==> src/rtl/lighthouse_scan_scheduler.sv <==
// lighthouse_scan_scheduler
// Round-robin scheduler that time-shares one lighthouse measurement engine
// across up to NUM_SENSORS sensors and keeps a per-sensor result bank that
// the HPS reads over a never-stalling Avalon-MM slave.
// Optional build macro: SCAN_TIMEOUT_EN. When defined, ARM/BUSY are bounded
// by TIMEOUT_CYCLES, and a timed-out sensor stores 0xFFFFFFFF.
module lighthouse_scan_scheduler #(
    parameter int NUM_SENSORS    = 16,
    parameter int TIMEOUT_CYCLES = 5_000_000
) (
    input  logic                   clock,
    input  logic                   reset,
    input  logic [4:0]             address,
    input  logic                   write,
    input  logic [31:0]            writedata,
    input  logic                   read,
    output logic [31:0]            readdata,
    output logic                   waitrequest,
    input  logic [NUM_SENSORS-1:0] sensor_signal_i,
    output logic                   meas_sensor,
    output logic                   meas_start,
    input  logic                   meas_ready,
    input  logic [31:0]            meas_duration
);
    localparam int SEL_W = 4;

    typedef enum logic [2:0] {
        IDLE   = 3'd0,
        SELECT = 3'd1,
        START  = 3'd2,
        ARM    = 3'd3,
        BUSY   = 3'd4,
        STORE  = 3'd5
    } state_t;

    typedef struct packed {
        logic [4:0]  addr;
        logic        wr;
        logic [31:0] data;
    } bus_req_t;

    bus_req_t                          req;
    state_t                            state, state_nxt;
    logic                              ctrl_en, ctrl_single;
    logic [NUM_SENSORS-1:0]            mask;
    logic [31:0]                       sweeps;
    logic [SEL_W-1:0]                  cur_sel;
    logic                              sweep_start;
    logic [SEL_W-1:0]                  low_idx, nxt_idx;
    logic                              nxt_found;
    logic                              sweep_done, end_single;
    logic                              wr_ctrl, wr_mask, wr_valid;
    logic                              to_tmo, tmo_expire, tmo_hit, tmo_flag;
    logic [31:0]                       store_dur;
    logic [NUM_SENSORS-1:0][31:0]      lane_result;
    logic [NUM_SENSORS-1:0]            lane_fresh;
    logic [31:0]                       status;
    logic                              unused_bus;

    assign req         = '{addr: address, wr: write, data: writedata};
    assign wr_ctrl     = req.wr && (req.addr == 5'd0);
    assign wr_mask     = req.wr && (req.addr == 5'd1);
    assign wr_valid    = req.wr && (req.addr == 5'd4);
    assign waitrequest = 1'b0;
    assign unused_bus  = ^{read, writedata};

    assign meas_sensor = sensor_signal_i[cur_sel];
    assign meas_start  = (state == START);

    // lowest enabled index overall and lowest enabled index above cur_sel
    always_comb begin
        low_idx   = '0;
        nxt_idx   = '0;
        nxt_found = 1'b0;
        for (int i = NUM_SENSORS - 1; i >= 0; i--) begin
            if (mask[i]) begin
                low_idx = SEL_W'(i);
                if (i > int'(cur_sel)) begin
                    nxt_idx   = SEL_W'(i);
                    nxt_found = 1'b1;
                end
            end
        end
    end

    // a sweep ends when nothing enabled remains above the sensor just stored
    assign sweep_done = (state == STORE) && !nxt_found;
    assign end_single = sweep_done && ctrl_single;

    // state register
    always_ff @(posedge clock or posedge reset) begin
        if (reset) state <= IDLE;
        else       state <= state_nxt;
    end

    // next-state logic; a timeout diverts ARM/BUSY straight to STORE
    always_comb begin
        state_nxt = state;
        to_tmo    = 1'b0;
        case (state)
            IDLE:   if (ctrl_en && (|mask)) state_nxt = SELECT;
            SELECT: state_nxt = (|mask) ? START : IDLE;
            START:  state_nxt = ARM;
            ARM: begin
                if (!meas_ready) state_nxt = BUSY;
                else if (tmo_expire) begin
                    state_nxt = STORE;
                    to_tmo    = 1'b1;
                end
            end
            BUSY: begin
                if (meas_ready) state_nxt = STORE;
                else if (tmo_expire) begin
                    state_nxt = STORE;
                    to_tmo    = 1'b1;
                end
            end
            STORE:  state_nxt = (!ctrl_en || end_single || !(|mask)) ? IDLE : SELECT;
            default: state_nxt = IDLE;
        endcase
    end

    // sensor pointer and sweep counter; a fresh sweep restarts at the lowest enabled sensor
    always_ff @(posedge clock or posedge reset) begin
        if (reset) begin
            cur_sel     <= '0;
            sweep_start <= 1'b1;
            sweeps      <= '0;
        end else begin
            if (state == SELECT && (|mask)) begin
                cur_sel     <= (sweep_start || !nxt_found) ? low_idx : nxt_idx;
                sweep_start <= 1'b0;
            end
            if (sweep_done) begin
                sweeps      <= sweeps + 32'd1;
                sweep_start <= 1'b1;
            end
        end
    end

    // host-writable control; single-sweep completion overrides a same-cycle enable write
    always_ff @(posedge clock or posedge reset) begin
        if (reset) begin
            ctrl_en     <= 1'b0;
            ctrl_single <= 1'b0;
            mask        <= '0;
        end else begin
            if (wr_ctrl) begin
                ctrl_en     <= req.data[0];
                ctrl_single <= req.data[1];
            end
            if (end_single) ctrl_en <= 1'b0;
            if (wr_mask)    mask <= req.data[NUM_SENSORS-1:0];
        end
    end

`ifdef SCAN_TIMEOUT_EN
    logic [31:0] tmo_cnt;

    assign tmo_expire = (tmo_cnt == 32'(TIMEOUT_CYCLES - 1));

    // phase watchdog: reloads entering ARM and BUSY, flags sticky until cleared via CTRL b2
    always_ff @(posedge clock or posedge reset) begin
        if (reset) begin
            tmo_cnt  <= '0;
            tmo_hit  <= 1'b0;
            tmo_flag <= 1'b0;
        end else begin
            if (state == START || (state == ARM && !meas_ready)) tmo_cnt <= '0;
            else if (state == ARM || state == BUSY)               tmo_cnt <= tmo_cnt + 32'd1;
            tmo_hit <= to_tmo;
            if (wr_ctrl && req.data[2])   tmo_flag <= 1'b0;
            if (state == STORE && tmo_hit) tmo_flag <= 1'b1;
        end
    end
`else
    localparam int unused_tmo_cycles = TIMEOUT_CYCLES;
    logic unused_tmo;
    assign unused_tmo = to_tmo;
    assign tmo_expire = 1'b0;
    assign tmo_hit    = 1'b0;
    assign tmo_flag   = 1'b0;
`endif

    assign store_dur = tmo_hit ? 32'hFFFF_FFFF : meas_duration;

    // per-sensor result bank; a STORE set beats a same-cycle W1C clear
    for (genvar g = 0; g < NUM_SENSORS; g++) begin : g_lane
        logic lane_store, lane_clear;
        assign lane_store = (state == STORE) && (cur_sel == SEL_W'(g));
        assign lane_clear = wr_valid && req.data[g];

        // capture the duration and fresh bit for this sensor
        always_ff @(posedge clock or posedge reset) begin
            if (reset) begin
                lane_result[g] <= '0;
                lane_fresh[g]  <= 1'b0;
            end else begin
                if (lane_store)      lane_result[g] <= store_dur;
                if (lane_store)      lane_fresh[g]  <= 1'b1;
                else if (lane_clear) lane_fresh[g]  <= 1'b0;
            end
        end
    end

    assign status = {21'd0, state, cur_sel, 2'b00, tmo_flag, (state != IDLE)};

    // combinational read mux, decoded from address alone
    always_comb begin
        readdata = 32'hDEAD_BEEF;
        if (address[4]) begin
            if (int'(address[3:0]) < NUM_SENSORS) readdata = lane_result[address[3:0]];
        end else begin
            case (address)
                5'd0: readdata = {30'd0, ctrl_single, ctrl_en};
                5'd1: readdata = 32'(mask);
                5'd2: readdata = status;
                5'd3: readdata = sweeps;
                5'd4: readdata = 32'(lane_fresh);
                default: readdata = 32'hDEAD_BEEF;
            endcase
        end
    end
endmodule
==> config.mk <==
export PLATFORM = sky130hd
export DESIGN_NAME = lighthouse_scan_scheduler
export DESIGN_NICKNAME = d
export VERILOG_FILES = /design/src/rtl/lighthouse_scan_scheduler.sv
export SDC_FILE = /design/constraint.sdc
export NUM_CORES = 1
export LEC_CHECK = 0
export CAP_MARGIN = 20
export CELL_PAD_IN_SITES_DETAIL_PLACEMENT = 2
export CELL_PAD_IN_SITES_GLOBAL_PLACEMENT = 2
export CORE_UTILIZATION = 40
export CTS_CLUSTER_DIAMETER = 50
export DETAILED_ROUTE_END_ITERATION = 7
export MAX_ROUTING_LAYER = met4
export PLACE_DENSITY = 0.75
export SKIP_LAST_GASP = 1
export SLEW_MARGIN = 20
export SYNTH_ARGS = -nofsm -noshare
export SYNTH_HDL_FRONTEND = slang
export SYNTH_SLANG_ARGS = --single-unit
==> constraint.sdc <==
create_clock -name clock -period 22.6 [get_ports clock]
set_input_delay 2.26 -clock clock [delete_from_list [all_inputs] [get_ports clock]]
set_output_delay 2.26 -clock clock [all_outputs]
set_load 0.01 [all_outputs]
==> results of run 1 <==
-- state kept, by name, indices dropped and copies added, names as in the netlist --
| name | flops |
|---|---|
| sweeps | 32 |
| ctrl_single | 1 |
| lane_fresh | 16 |
| lane_result | 512 |
| cur_sel | 4 |
| sweep_start | 1 |
| mask | 16 |
| state | 3 |
| ctrl_en | 1 |
-- final timing paths --
| kind | from | end | slack (ns) | depth (start not counted) |
|---|---|---|---|---|
| min reg2reg | lane_fresh[5] | lane_fresh[5] | 0.48 | 1 |
| max in group asynchronous | reset | lane_result[64] | 18.21 | 4 |
| max reg2reg | cur_sel[3] | sweeps[23] | 18.99 | 6 |
| min in group asynchronous | reset | lane_result[84] | 2.19 | 2 |
| min | lane_fresh[5] | lane_fresh[5] | 0.48 | 1 |
| max | address[0] | readdata[9] | 14.64 | 7 |
-- stage by stage --
stage                     setup WS [ns]  cell area [µm²]  power [mW]
after floorplan                   3.944            27740       1.855
after global placement            14.59            29570       2.006
after detailed placement          14.58            29570       2.072
after CTS                         14.56            32150       3.343
after global routing              14.43            32190       3.443
final                             14.64            32190       3.312
-- metal layers --
metal | up-vias | share of wire | global-route usage
met5 | - | 0 | -
met4 | 0 | 0.029 | 0.08405
met3 | 146 | 0.035 | 0.03360
met2 | 364 | 0.50 | 0.4204
met1 | 9306 | 0.43 | 0.3350
li1 | 7006 | - | -
-- power breakdown --
group	total, mW	internal (mW)	switching, mW	leakage [nW]
clock network	1.25	0.768	0.477	1.26
registers	1.42	1.27	0.146	7.74
logic	0.650	0.364	0.286	5.54
-- critical path: stages --
cell             delay, ns
buf_8                 0.58
buf_4                 0.77
mux4_2                0.60
mux4_2                0.48
inv_1                 0.19
a21oi_1               0.15
clkdlybuf4s50_1       0.53
-- cell families after synthesis --
kind of cell | after synthesis
AOI/OAI and AO/OA | 126
xor gates and xnor gates | 31
adders and majority gates | 1
buffers and inverters | 184
DFF | 586
muxes | 710
other | 1
and+or+nand+nor | 216
-- cell usage in the layout (no fill, tap or decap), types with 6 or more instances in the layout --
cell type	instances
mux4_2	165
and4_1	6
a21oi_1	47
xnor2_1	20
inv_6	7
buf_4	32
nand2_1	51
nor2_1	36
clkdlybuf4s50_1	101
clkbuf_16	77
xor2_1	10
nand2b_1	6
mux2_4	29
nand4_1	13
a221o_1	8
nor2b_1	14
bufinv_16	9
clkinv_2	9
a21o_1	13
mux2_2	512
clkbuf_1	17
dfrtp_1	585
and3_1	14
o21ai_0	16
inv_1	24
nor3_1	15
nand3_1	23
nor2_4	9
clkbuf_8	11
-- cell type report --
type	count	area (µm²)
antenna	4	10.01
clock buffer	105	2142
clock inverter	30	432.9
fill	6321	36400
inverter	26	105.1
multi-input combinational	1085	12320
sequential	586	14670
tap	931	1165
timing repair buffer	140	1346
==> flow_summary_export.csv, run 1 <==
group,metric,value,unit
cells_and_area,syn_to_final_growth,16.03,%
yosys,synth.largest_area_cell,"dfrtp_1",
setup_path,endpoint_kind,"output port",
run,max-cap-violations,0,
die,rows,96,
clocking,h-tree-depth,3,
detailed_routing,drtIter0Drc,927,
setup_path,timing_worst_setup_path_type,"in -> out",
timing,max_freq,125.7,MHz
setup_path,worstPathMaxFanout,76,
yosys,synth.net_count,1946,
timing,slew_violations,0,
detailed_routing,vias,16820,
run_status,status,"finished, final reports clean",
clocking,cts_tree,"built",
place,dp.cells,2767,
clocking,cts_hold_buf,0,
yosys,synth.area.top_cells,"dfrtp_1 53%, mux2_2 21%, mux4_2 13%",
place,routabilityCongestion,0.8287,
die,dieArea,70410,µm²
yosys,synth-compound-area-share,0.02999,
yosys,synth-xor-area-share,0.01006,
clocking,cts_resized,0,
timing,final.hold.worst_slack,0.4774,ns
cells_and_area,fin_nets,2005,
die,die_h,265.4,µm
yosys,yosys_register_bits,586,
die,die_x,265.4,µm
yosys,ys_top_cells_by_count,"585 x dfrtp_1, 512 x mux2_2, 165 x mux4_2",
timing,finalSetupTns,0,ns
timing,grt_setup_unrepaired,"no",
grt,grt_pass1_vias,19540,
yosys,synth_top_family_by_area,"multiplexers",
yosys,synthFlopType,"dfrtp_1",
detailed_routing,viasPerCell,5.787,
setup_path,arrival,5.70,ns
clocking,clock_sinks,586,
timing,hold_viol,0,
grt,grt_max_degree,177,
clocking,max-clock-path-buffers,3,
timing,slew_headroom,0.2722,
timing,period_minus_slack,7.957,ns
yosys,synth_top_area_frac,0.5277,
grt,grt_pass1_wl,130900,µm
timing,worst_pin_slew,1.064,ns
timing,finClkSkew,0.01935,ns
clocking,postCtsSetupRepairBufs,0,
yosys,ys_seq_area_frac,0.5286,
yosys,synth_most_common_cell,"dfrtp_1",
yosys,yosys_warnings,0,
grt,grtUsageTotal,0.2579,
place,dp_hpwl,48960,µm
yosys,syn_inst,1855,
timing,fin_crit_sh,0.3521,
detailed_routing,drc,0,
die,top_level_ports,125,
cells_and_area,drive_gt1_frac,0.4523,
yosys,muxShareOfSynthArea,0.3589,
die,start_util,0.4045,
cells_and_area,utilization,0.4693,
yosys,synth_cell_types,66,
pwr,peakVddDrop,0.06846,mV
detailed_routing,postRouteAntennaNets,0,
die,fp.coreArea,68590,µm²
clocking,clk_latency,0.62,ns
clocking,cts-root-buf,"clkbuf_16",
detailed_routing,wl_per_cell,29.40,µm
grt,antenna_found_initial,4,
yosys,synthSimpleGateAreaFrac,0.04131,
yosys,synthesis.area,27740,µm²
place,port_buffers,106,
yosys,async_flop_share,1.000,
detailed_routing,wirelength,85480,µm
yosys,synthAdderAreaFrac,0.0004510,
timing,setup_viol_count_final,0,
yosys,synth-edff-count,0,
yosys,synth_area_per_cell,14.96,µm²
clocking,clkTransAtPathRegs,0.05,ns
pwr,p_leak,14.55,nW
cells_and_area,finalNonFillerCells,2907,
setup_path,start_kind,"input port",
detailed_routing,first_pass_iters,5,
pwr,powerDensity,102.9,nW/µm²
grt,grt_overflow,0,
min_path,hold_class,"reg -> reg",
setup_path,crit_required,20.34,ns
clocking,numCtsBuffers,75,
Note: power is estimated with default switching activity, not from simulation.
==> run 2, diff against run 1 <==
Clock period 22.6 ns to 7.85 ns, I/O delays scaled along.
==> flow_summary_export.csv, run 2 (same netlist as run 1, synthesis figures left out) <==
group,metric,value,unit
run_status,status,"finished, final reports clean",
cells_and_area,largest_reg_flops,512,
clocking,cts_tree,"built",
setup_path,slowest_stage,"a2111oi_1",
clocking,clkTransAtPathRegs,0.05,ns
timing,slew_violations,0,
place,routabilityCongestion,0.8100,
die,start_util,0.4045,
timing,finalSetupTns,0,ns
setup_path,timing_worst_setup_path_type,"in -> out",
detailed_routing,viasPerCell,5.786,
cells_and_area,utilization,0.4725,
clocking,cts_hold_buf,0,
timing,worst_pin_slew,1.080,ns
detailed_routing,first_pass_iters,5,
clocking,cts_resized,0,
detailed_routing,drtIter0Drc,1132,
setup_path,crit_required,7.07,ns
timing,period_minus_slack,5.139,ns
die,top_level_ports,125,
cells_and_area,finalNonFillerCells,2916,
die,dieArea,70410,µm²
timing,max_freq,194.6,MHz
grt,grt_overflow,0,
setup_path,slowest_delay,0.99,ns
timing,grt_setup_unrepaired,"no",
timing,slew_headroom,0.2802,
clocking,clk_latency,0.65,ns
setup_path,crit_chain,"buf_8, buf_4, nor2_1, and3_1, a2111oi_1, buf_4, a21oi_1, clkdlybuf4s50_1",
clocking,numCtsBuffers,81,
grt,antenna_found_initial,6,
die,rows,96,
setup_path,worstPathMaxFanout,63,
grt,grtUsageTotal,0.2594,
clocking,h-tree-depth,3,
timing,hold_viol,0,
detailed_routing,postRouteAntennaNets,0,
grt,grt_pass1_wl,130700,µm
grt,grt_max_degree,180,
min_path,hold_class,"reg -> reg",
detailed_routing,wl_per_cell,29.52,µm
timing,setup_viol_count_final,0,
die,fp.coreArea,68590,µm²
pwr,clkPwrFrac,0.391,
pwr,powerDensity,300.8,nW/µm²
clocking,postCtsSetupRepairBufs,0,
die,die_x,265.4,µm
clocking,cts-root-buf,"clkbuf_16",
cells_and_area,regMostFlops,"lane_result",
cells_and_area,final_cell_mix,"584 x dfrtp_1, 512 x mux2_2, 165 x mux4_2, 101 x clkdlybuf4s50_1, 81 x clkbuf_16",
run,max-cap-violations,0,
pwr,p_seq_frac,0.425,
setup_path,crit_path_frequent_cell,"buf_4",
place,port_buffers,106,
pwr,p_leak,14.61,nW
setup_path,arrival,4.35,ns
pwr,peakVddDrop,0.1757,mV
detailed_routing,wirelength,86080,µm
pwr,p_int,7.009,mW
grt,grt_pass1_vias,19630,
clocking,max-clock-path-buffers,3,
cells_and_area,drive_gt1_frac,0.4573,
cells_and_area,layout_commonest_cell,"dfrtp_1",
pwr,swShare,0.2808,
setup_path,endpoint_kind,"output port",
timing,finClkSkew,0.02521,ns
detailed_routing,vias,16870,
clocking,clock_sinks,586,
cells_and_area,syn_to_final_growth,16.81,%
detailed_routing,drc,0,
die,die_h,265.4,µm
pwr,switching_power,2.737,mW
place,dp.cells,2762,
timing,fin_crit_sh,0.6547,
pwr,p_comb_frac,0.184,
cells_and_area,reg.largest.list,"lane_result (512), sweeps (32)",
place,dp_hpwl,48330,µm
cells_and_area,fin_nets,2005,
setup_path,start_kind,"input port",
run 2: changes by cell type in the layout (fill, tap and decap cells not counted), moves of 3 or more:
cell	previous run	this run
buf_12	1	4
clkbuf_1	17	12
buf_4	32	23
clkinv_4	1	4
clkbuf_16	77	81
clkinvlp_4	2	10
run 2: layer usage:
layer / vias to the layer above / wire (µm) / part of all wire / GRT usage
met5: - / 0 / 0 / -
met4: 0 / 3029 / 0.035 / 0.1028
met3: 187 / 3617 / 0.042 / 0.04527
met2: 420 / 42660 / 0.50 / 0.4111
met1: 9228 / 36770 / 0.43 / 0.3321
li1: 7036 / - / - / -
run 2: worst paths after layout:
| kind | from | end | slack (ns) | cells after the start |
|---|---|---|---|---|
| worst min-delay path | lane_fresh[10] | lane_fresh[10] | 0.47 | 1 |
| worst max-delay path | address[0] | readdata[0] | 2.71 | 8 |
| max in group asynchronous | reset | lane_result[296] | 5.45 | 4 |
| worst max register to register | cur_sel[3] | sweeps[27] | 4.18 | 6 |
| min in group asynchronous | reset | lane_result[242] | 0.74 | 3 |
| worst min register to register | lane_fresh[10] | lane_fresh[10] | 0.47 | 1 |
run 2: cell type report:
type	instances	area [µm²]
fillers	6302	36180
flip-flops and latches	586	14670
multi-input cells	1085	12330
clock buffers	102	2196
repair buffers	134	1323
well taps	931	1165
clock inverters	46	610.6
inverters	26	101.3
diodes	6	15.01
run 2: power by group through the flow:
| stage | clock network, mW | registers [mW] | logic, mW |
|---|---|---|---|
| 2_1_floorplan | 0 | 3.93 | 1.41 |
| 3_3_place_gp | 0 | 4.08 | 1.69 |
| 3_5_place_dp | 0 | 4.17 | 1.78 |
| 4_1_cts | 3.89 | 4.15 | 1.82 |
| 5_1_grt | 3.99 | 4.22 | 1.93 |
| 6_report | 3.81 | 4.15 | 1.79 |
run 2: worst max-delay path, delay by kind of cell:
family / cells / cell delay [ns]
AOI/OAI and AO/OA: 2 / 1.05
buffers and inverters: 4 / 1.92
and+or+nand+nor: 2 / 0.54
run 2: through the flow:
stage,hold WS [ns],setup slack [ns],total power [mW],instance area [µm²]
after floorplan,0.4411,-0.9216,5.343,27750
after global placement,0.4528,2.513,5.767,29570
after detailed placement,0.4647,2.662,5.946,29570
after CTS,0.4754,2.620,9.849,32380
after global routing,0.4959,2.440,10.14,32400
final,0.4727,2.711,9.746,32400
